File: config.mk
export PLATFORM = sky130hd
export DESIGN_NAME = irq_controller_flat
export DESIGN_NICKNAME = d
export VERILOG_FILES = /design/src/rtl/irq_pkg.sv /design/src/rtl/irq_controller_if.sv /design/src/rtl/irq_prio_enc.sv /design/src/rtl/irq_controller.sv /design/src/flat_wrapper.sv
export SDC_FILE = /design/constraint.sdc
export NUM_CORES = 1
export LEC_CHECK = 0
export CAP_MARGIN = 5
export CELL_PAD_IN_SITES_DETAIL_PLACEMENT = 0
export CELL_PAD_IN_SITES_GLOBAL_PLACEMENT = 1
export CORE_ASPECT_RATIO = 1.4
export CORE_UTILIZATION = 20
export DETAILED_ROUTE_END_ITERATION = 8
export PLACE_DENSITY_LB_ADDON = 0.1
export SYNTH_ARGS = -nofsm -noshare
export SYNTH_HDL_FRONTEND = slang
export SYNTH_HIERARCHICAL = 1
export SYNTH_SLANG_ARGS = --single-unit
File: constraint.sdc
create_clock -name clk -period 4.5 [get_ports clk]
set_input_delay 0.9 -clock clk [delete_from_list [all_inputs] [get_ports clk]]
set_output_delay 0.9 -clock clk [all_outputs]
set_load 0.01 [all_outputs]
File: src/rtl/irq_pkg.sv
// rtl/irq_pkg.sv - shared constants and types for the interrupt controller
package irq_pkg;

  localparam int NUM_IRQ = 3;
  localparam int ID_W    = 2;

  // Byte offsets of the registers inside the 16-byte block
  localparam logic [3:0] OFF_MASK  = 4'h0;
  localparam logic [3:0] OFF_PEND  = 4'h4;
  localparam logic [3:0] OFF_INSVC = 4'h8;
  localparam logic [3:0] OFF_CUR   = 4'hC;

  typedef enum logic [1:0] {
    ST_IDLE = 2'd0,
    ST_REQ  = 2'd1,
    ST_SVC  = 2'd2
  } irq_state_e;

endpackage

File: src/rtl/irq_controller_if.sv
// rtl/irq_controller_if.sv - data-memory bus and core handshake signals of the interrupt controller
interface irq_controller_if;

  logic        dmem_we;
  logic [31:0] dmem_addr;
  logic [31:0] dmem_wd;
  logic [31:0] irq_rd;
  logic        irq_req;
  logic [31:0] irq_vec;
  logic        irq_ack;
  logic        irq_eret;

  // Core / bus side
  modport master (
    output dmem_we, dmem_addr, dmem_wd, irq_ack, irq_eret,
    input  irq_rd, irq_req, irq_vec
  );

  // Interrupt controller side
  modport slave (
    input  dmem_we, dmem_addr, dmem_wd, irq_ack, irq_eret,
    output irq_rd, irq_req, irq_vec
  );

endinterface

File: src/rtl/irq_prio_enc.sv
// rtl/irq_prio_enc.sv - fixed-priority encoder, lowest index wins
module irq_prio_enc
  import irq_pkg::*;
(
  input  logic [NUM_IRQ-1:0] req,
  output logic               valid,
  output logic [ID_W-1:0]    id
);

  // Scan from the top down so the lowest set index is the last one written
  always_comb begin
    valid = |req;
    id    = '0;
    for (int i = NUM_IRQ - 1; i >= 0; i--) begin
      if (req[i]) id = ID_W'(i);
    end
  end

endmodule

File: src/rtl/irq_controller.sv
// rtl/irq_controller.sv - edge-detected, masked, single-level interrupt sequencer with register block
module irq_controller
  import irq_pkg::*;
#(
  parameter logic [31:0] BASE_ADDR  = 32'hFFFF_0000,
  parameter logic [31:0] VEC_BASE   = 32'h0000_0100,
  parameter logic [31:0] VEC_STRIDE = 32'h0000_0010
) (
  input  logic               clk,
  input  logic               rst_n,
  input  logic [NUM_IRQ-1:0] IRQ,
  irq_controller_if.slave    bus
);

  logic [NUM_IRQ-1:0] irq_hist_q;
  logic [NUM_IRQ-1:0] mask_q;
  logic [NUM_IRQ-1:0] pend_q;
  logic [NUM_IRQ-1:0] insvc_q;
  logic [ID_W-1:0]    id_q;
  irq_state_e         state_q;
  logic               req_q;
  logic [31:0]        vec_q;

  logic               sel;
  logic [3:0]         off;
  logic               mask_wr;
  logic [NUM_IRQ-1:0] rise;
  logic [NUM_IRQ-1:0] w1c;
  logic [NUM_IRQ-1:0] id_onehot;
  logic [NUM_IRQ-1:0] ack_clr;
  logic               win_valid;
  logic [ID_W-1:0]    win_id;
  logic               unused_wd_bits;

  assign sel       = (bus.dmem_addr[31:4] == BASE_ADDR[31:4]);
  assign off       = bus.dmem_addr[3:0];
  assign mask_wr   = bus.dmem_we && sel && (off == OFF_MASK);
  assign rise      = IRQ & ~irq_hist_q;
  assign w1c       = (bus.dmem_we && sel && (off == OFF_PEND)) ? bus.dmem_wd[NUM_IRQ-1:0] : '0;
  assign id_onehot = NUM_IRQ'(1) << id_q;
  assign ack_clr   = (state_q == ST_REQ && bus.irq_ack) ? id_onehot : '0;

  assign unused_wd_bits = ^bus.dmem_wd[31:NUM_IRQ];

  irq_prio_enc u_prio_enc (
    .req   (pend_q & mask_q),
    .valid (win_valid),
    .id    (win_id)
  );

  // Edge history, mask register and pending bits; a new edge beats any clear
  always_ff @(posedge clk) begin
    if (!rst_n) begin
      irq_hist_q <= '0;
      mask_q     <= '0;
      pend_q     <= '0;
    end else begin
      irq_hist_q <= IRQ;
      if (mask_wr) mask_q <= bus.dmem_wd[NUM_IRQ-1:0];
      pend_q <= (pend_q & ~w1c & ~ack_clr) | rise;
    end
  end

  // Request/acknowledge/return sequencing with registered request and vector
  always_ff @(posedge clk) begin
    if (!rst_n) begin
      state_q <= ST_IDLE;
      id_q    <= '0;
      insvc_q <= '0;
      req_q   <= 1'b0;
      vec_q   <= '0;
    end else begin
      case (state_q)
        ST_IDLE: begin
          if (win_valid) begin
            id_q    <= win_id;
            vec_q   <= VEC_BASE + VEC_STRIDE * 32'(win_id);
            req_q   <= 1'b1;
            state_q <= ST_REQ;
          end
        end
        ST_REQ: begin
          if (bus.irq_ack) begin
            insvc_q <= id_onehot;
            req_q   <= 1'b0;
            state_q <= ST_SVC;
          end
        end
        ST_SVC: begin
          if (bus.irq_eret) begin
            insvc_q <= '0;
            state_q <= ST_IDLE;
          end
        end
        default: begin
          req_q   <= 1'b0;
          state_q <= ST_IDLE;
        end
      endcase
    end
  end

  // Zero-latency register readback; anything unmapped reads as zero
  always_comb begin
    bus.irq_rd = '0;
    if (sel) begin
      case (off)
        OFF_MASK:  bus.irq_rd = 32'(mask_q);
        OFF_PEND:  bus.irq_rd = 32'(pend_q);
        OFF_INSVC: bus.irq_rd = 32'(insvc_q);
        OFF_CUR:   bus.irq_rd = 32'({state_q != ST_IDLE, 1'b0, id_q});
        default:   bus.irq_rd = '0;
      endcase
    end
  end

  assign bus.irq_req = req_q;
  assign bus.irq_vec = vec_q;

endmodule

File: src/flat_wrapper.sv
// flat-port wrapper written by rule: the top's interface ports become plain ports
module irq_controller_flat import irq_pkg::*;
#(
  parameter logic [31:0] BASE_ADDR  = 32'hFFFF_0000,
  parameter logic [31:0] VEC_BASE   = 32'h0000_0100,
  parameter logic [31:0] VEC_STRIDE = 32'h0000_0010
)
  (clk, rst_n, IRQ, bus_dmem_we, bus_dmem_addr, bus_dmem_wd, bus_irq_ack, bus_irq_eret, bus_irq_rd, bus_irq_req, bus_irq_vec);
  irq_controller_if bus_i ();
  input  logic clk;
  input  logic rst_n;
  input  logic [NUM_IRQ-1:0] IRQ;
  input wire logic [$bits(bus_i.dmem_we)-1:0] bus_dmem_we;
  input wire logic [$bits(bus_i.dmem_addr)-1:0] bus_dmem_addr;
  input wire logic [$bits(bus_i.dmem_wd)-1:0] bus_dmem_wd;
  input wire logic [$bits(bus_i.irq_ack)-1:0] bus_irq_ack;
  input wire logic [$bits(bus_i.irq_eret)-1:0] bus_irq_eret;
  output wire logic [$bits(bus_i.irq_rd)-1:0] bus_irq_rd;
  output wire logic [$bits(bus_i.irq_req)-1:0] bus_irq_req;
  output wire logic [$bits(bus_i.irq_vec)-1:0] bus_irq_vec;
  assign bus_i.dmem_we = bus_dmem_we;
  assign bus_i.dmem_addr = bus_dmem_addr;
  assign bus_i.dmem_wd = bus_dmem_wd;
  assign bus_i.irq_ack = bus_irq_ack;
  assign bus_i.irq_eret = bus_irq_eret;
  assign bus_irq_rd = bus_i.irq_rd;
  assign bus_irq_req = bus_i.irq_req;
  assign bus_irq_vec = bus_i.irq_vec;
  irq_controller #(.BASE_ADDR(BASE_ADDR), .VEC_BASE(VEC_BASE), .VEC_STRIDE(VEC_STRIDE)) u_core (.clk(clk), .rst_n(rst_n), .IRQ(IRQ), .bus(bus_i));
endmodule
# After elaboration in Yosys (flattened, before gate mapping)
# Index checks and enable logic that the tools add are counted.
[word_totals]
reg_bits = 49
inputBits = 72
out_inout_bits = 65
wordCells = 58
[classes]
add_sub_neg = 1
eq_ne = 9
shift = 1
mux = 17
bitwise = 9
reduce_logical = 13
[op_table]
columns = ["operator", "count"]
rows = [
  ["$mux 32", 1],
  ["$eq 28x28->1 const B", 1],
  ["$pmux 4 s4", 1],
  ["$and 3x3->3", 4],
  ["$mux 2", 6],
  ["$mux 3", 4],
  ["$add 9x6->10 const A", 1],
  ["$not 3->3", 3],
  ["$reduce_and 3->1", 3],
  ["$eq 4x4->1 const B", 2],
  ["$ne 2x2->1 const B", 3],
  ["$pmux 2 s3", 1],
  ["$pmux 3 s2", 1],
  ["$eq 4x3->1 const B", 1],
  ["$logic_and 1x1->1", 4],
  ["$logic_not 4->1", 1],
  ["$reduce_bool 2->1", 2],
  ["$or 3x3->3", 1],
  ["$pmux 1 s3", 1],
  ["$reduce_or 3->1", 1],
  ["$shl 1x2->3 const A", 1],
  ["$eq 2x1->1 const B", 1],
  ["$eq 2x2->1 const B", 1],
  ["$logic_not 2->1", 1],
  ["other kinds (3)", 4],
]

# Longest topological paths before layout
[depth]
depth_word = 8
depth_mapped = 5
ltp_nobuf = 5

# Modules after synthesis
# Netlist, hierarchy kept.
[by_module_without_submodules]
columns = ["module", "n_inst", "cells_per_inst", "area_per_inst_um2"]
rows = [
  ["irq_controller", 1, 171, 1371.3],
  ["irq_prio_enc", 1, 3, 20.0],
]

# Least setup slack after synthesis
# OpenSTA, ideal clock, no wires.
[synth_timing]
kind = "input port to output port"
from = "input bus_dmem_addr[5]"
to = "output bus_irq_rd[0]"
arrival_ns = 2.416
setup_slack_ns = 1.184
stages = 4
n_path_buf = 0
cell_sequence = "or4b_1 -> or4_4 -> or2_1 -> nor2_1"
[synth_via]
elab_chain_len = 2
[synth_rtl]
columns = ["item", "line", "rtl"]
rows = [
  ["start, declared", "flat_wrapper.sv:14", "input wire logic [$bits(bus_i.dmem_addr)-1:0] bus_dmem_addr;"],
  ["$eq 28x28->1", "irq_controller.sv:35", "assign sel = (bus.dmem_addr[31:4] == BASE_ADDR[31:4]);"],
  ["$mux 32", "irq_controller.sv:106", "if (sel) begin"],
  ["end, declared", "flat_wrapper.sv:18", "output wire logic [$bits(bus_i.irq_rd)-1:0] bus_irq_rd;"],
]
# Every way passes these cells.

# Worst setup path after layout
[layout_timing]
from = "input bus_dmem_addr[5]"
to = "output bus_irq_rd[2]"
# Same word-level chain as after synthesis.

==> impl_metrics.tcl <==
set metrics [dict create \
    rr_startpoint "u_core/mask_q[0]" \
    post_dp_cell_area_um2 1770 \
    cts_setup_buffers 0 \
    io_pins 137 \
    reg2regPathDepth 5 \
    grt_max_degree 22 \
    coreArea_um2 6660 \
    synth_common_cells "57 x buf_4, 18 x dfxtp_1, 15 x nand2_1, 10 x mux2i_1, 8 x inv_1" \
    wl_per_cell_um 9.80 \
    gp_congestion 0.658 \
    tritoncts "done" \
    min_path_type "flip-flop to flip-flop" \
    cp-end-kind "primary output" \
    grt_pass1_wl_um 4620 \
    yosysTopAreaCell "buf_4" \
    synth-async-reset-ratio_pct 0 \
    ys_seq_elements 18 \
    critPathKind "input port to primary output" \
    cap_violations 0 \
    synth_cell_types 34 \
    synth-xor-area-share_pct 0 \
    vias_per_cell 3.57 \
    drtAntennaViolNets 0 \
    power_density_nw_per_um2 204 \
    synthTopCellsByArea "buf_4 31%, dfxtp_1 26%, mux2i_1 7.2%, nand2_1 4.0%, nor2b_1 2.7%" \
    grt_usage_pct 8.23 \
    finalClockSkew_ns 0.00457 \
    antenna_cells 0 \
    netlist_instances 174 \
    synth_simple_gate_area_share_pct 24.9 \
    worstMarginPinSlew_ns 0.700 \
    dieWidth_um 72.5 \
    cts_hold_buffers 0 \
    cts-root-buf "clkbuf_8" \
    fmax_ghz 0.233 \
    power_leakage_nw 0.758 \
    synth_edf_count 0 \
    critPathRequiredTime_ns 3.60 \
    critPathMaxFanout 5 \
    grt_antenna_before_repair 0 \
    fin_crit_ns 4.30 \
    slew_headroom_pct 53.2 \
    finalSetupTns_ns 0 \
    cts_resized 0 \
    rrSetupSlack_ns 2.93 \
    post-synth-top-count-cell "buf_4" \
    setup_viol 0 \
    synthMuxAreaShare_pct 7.19 \
    port_buffers 50 \
    drt_iter0_markers 28 \
    arrival_ns 3.40 \
    cts_buffer_depth 2 \
    maxSlewViolCount 0 \
    initial_utilization_pct 20.9 \
    syn2layout_area_growth_pct 31.5 \
    cts_buffers 3 \
    dieHeight_um 101 \
    startpoint "bus_dmem_addr[5]" \
    first_global_vias 1023 \
    h-tree-depth 1 \
    synth_compound_area_share_pct 7.73 \
    reg2reg_to "u_core/bus.irq_vec[5]" \
    grt-ovfl-total 0 \
    synth_top_family_by_area "buffers and inverters" \
    synthFlopType "dfxtp_1" \
    irDropWorstVdd_v 0.0000773 \
    hold_viol 0 \
    dieArea_um2 7300 \
    clk_pin_slew_ns 0.07 \
    synthAdderAreaFrac_pct 0 \
    post-dp-hpwl_um 2610 \
    syn-cell-area_um2 1390 \
    cts.sinks 18 \
    drive_gt1_share_pct 4.04 \
    wirelength_um 3090 \
    clk_latency_ns 0.25 \
    fin_nets 296 \
    stdcell_count 315 \
    vias 1126 \
    synth.avg_cell_area_um2 8.00 \
    synth-seq-area-share_pct 25.9 \
    drt-pass1-iter-count 2 \
    status "finished, final reports clean" \
    final_util_pct 27.5 \
    rsz0062_at_grt "false" \
    post-route-drc-count 0 \
    fin_area_um2 1830 \
    place_inst 311 \
    num_rows 35 \
    ys_warn_count 6 \
    startpoint_type "input port" \
    synth_top_cell_area_share_pct 30.8 \
    fin_crit_sh_pct 95.5 \
    crit_end "bus_irq_rd[2]" \
]
## worst max-delay path, cell delays in order
cell             delay [ns]
clkdlybuf4s50_1        0.39
or4b_1                 0.52
or4_4                  0.54
or2_1                  0.32
nor2_1                 0.16
clkdlybuf4s50_1        0.56
## worst min-delay path by stage
stage	to	cells past startpoint	from
after CTS	u_core/pend_q[2]	1	u_core/irq_hist_q[2]
after global placement	u_core/pend_q[2]	1	u_core/irq_hist_q[2]
after global routing	u_core/pend_q[0]	1	u_core/irq_hist_q[0]
after floorplan	u_core/pend_q[1]	1	u_core/irq_hist_q[1]
final	u_core/pend_q[2]	1	u_core/irq_hist_q[2]
after detailed placement	u_core/pend_q[2]	1	u_core/irq_hist_q[2]
## per-layer routing
layer / global-route usage [%] / vias to the layer above / routed length, um
li1: - / 566 / -
met4: 2.26 / 0 / 0
met1: 9.23 / 500 / 1180
met3: 2.10 / 0 / 240
met5: 0 / - / 0
met2: 15.1 / 60 / 1670
## report_power, final
group	internal, mW	switching (mW)	total [mW]
Clock	0.0777	0.0561	0.134
Sequential	0.163	0.00222	0.166
Combinational	0.0381	0.0366	0.0748
Total	0.279	0.0949	0.374
## through the flow
step | total power, mW | hold WS (ns) | setup WS [ns]
final | 0.374 | 0.406 | 0.201
after CTS | 0.382 | 0.410 | 0.172
after detailed placement | 0.244 | 0.399 | 0.171
after global placement | 0.244 | 0.392 | 0.155
after floorplan | 0.240 | 0.388 | 1.18
after global routing | 0.396 | 0.423 | 0.0883
## state kept, by name, indices dropped and copies added (netlist names)
signal,count
u_core/bus.irq_req,1
u_core/bus.irq_vec,2
u_core/id_q,1
u_core/insvc_q,3
u_core/irq_hist_q,3
u_core/mask_q,3
u_core/pend_q,3
u_core/state_q,2
## layout by cell type (no fill, tap or decap), types with 2 or more instances in the layout
cell,Yosys,final
a21boi_0,4,4
a21oi_1,3,3
and2_1,5,5
clkbuf_8,0,4
clkdlybuf4s50_1,0,50
conb_1,1,57
dfxtp_1,18,18
inv_1,8,8
mux2i_1,10,10
nand2_1,15,15
nand3_1,4,4
nand4_1,4,4
nor2_1,7,7
nor2b_1,6,6
nor3b_1,3,3
nor4_1,5,5
o22ai_1,2,2
or3b_2,2,2
## kinds of logic after synthesis
kind of cell | after synthesis
AO/OA/AOI/OAI | 16
buffers and inverters | 69
flip-flops | 18
multiplexers | 10
other | 1
AND/OR/NAND/NOR | 60
## layout make-up
type                            count  area [um^2]
Sequential cell                    18          360
Clock buffer                        4         55.1
Timing Repair Buffer               50          500
Tap cell                           92          115
Inverter                            8         30.0
Fill cell                         789         4830
Multi-Input combinational cell    143          768
Power figures use the tool's default switching activity.
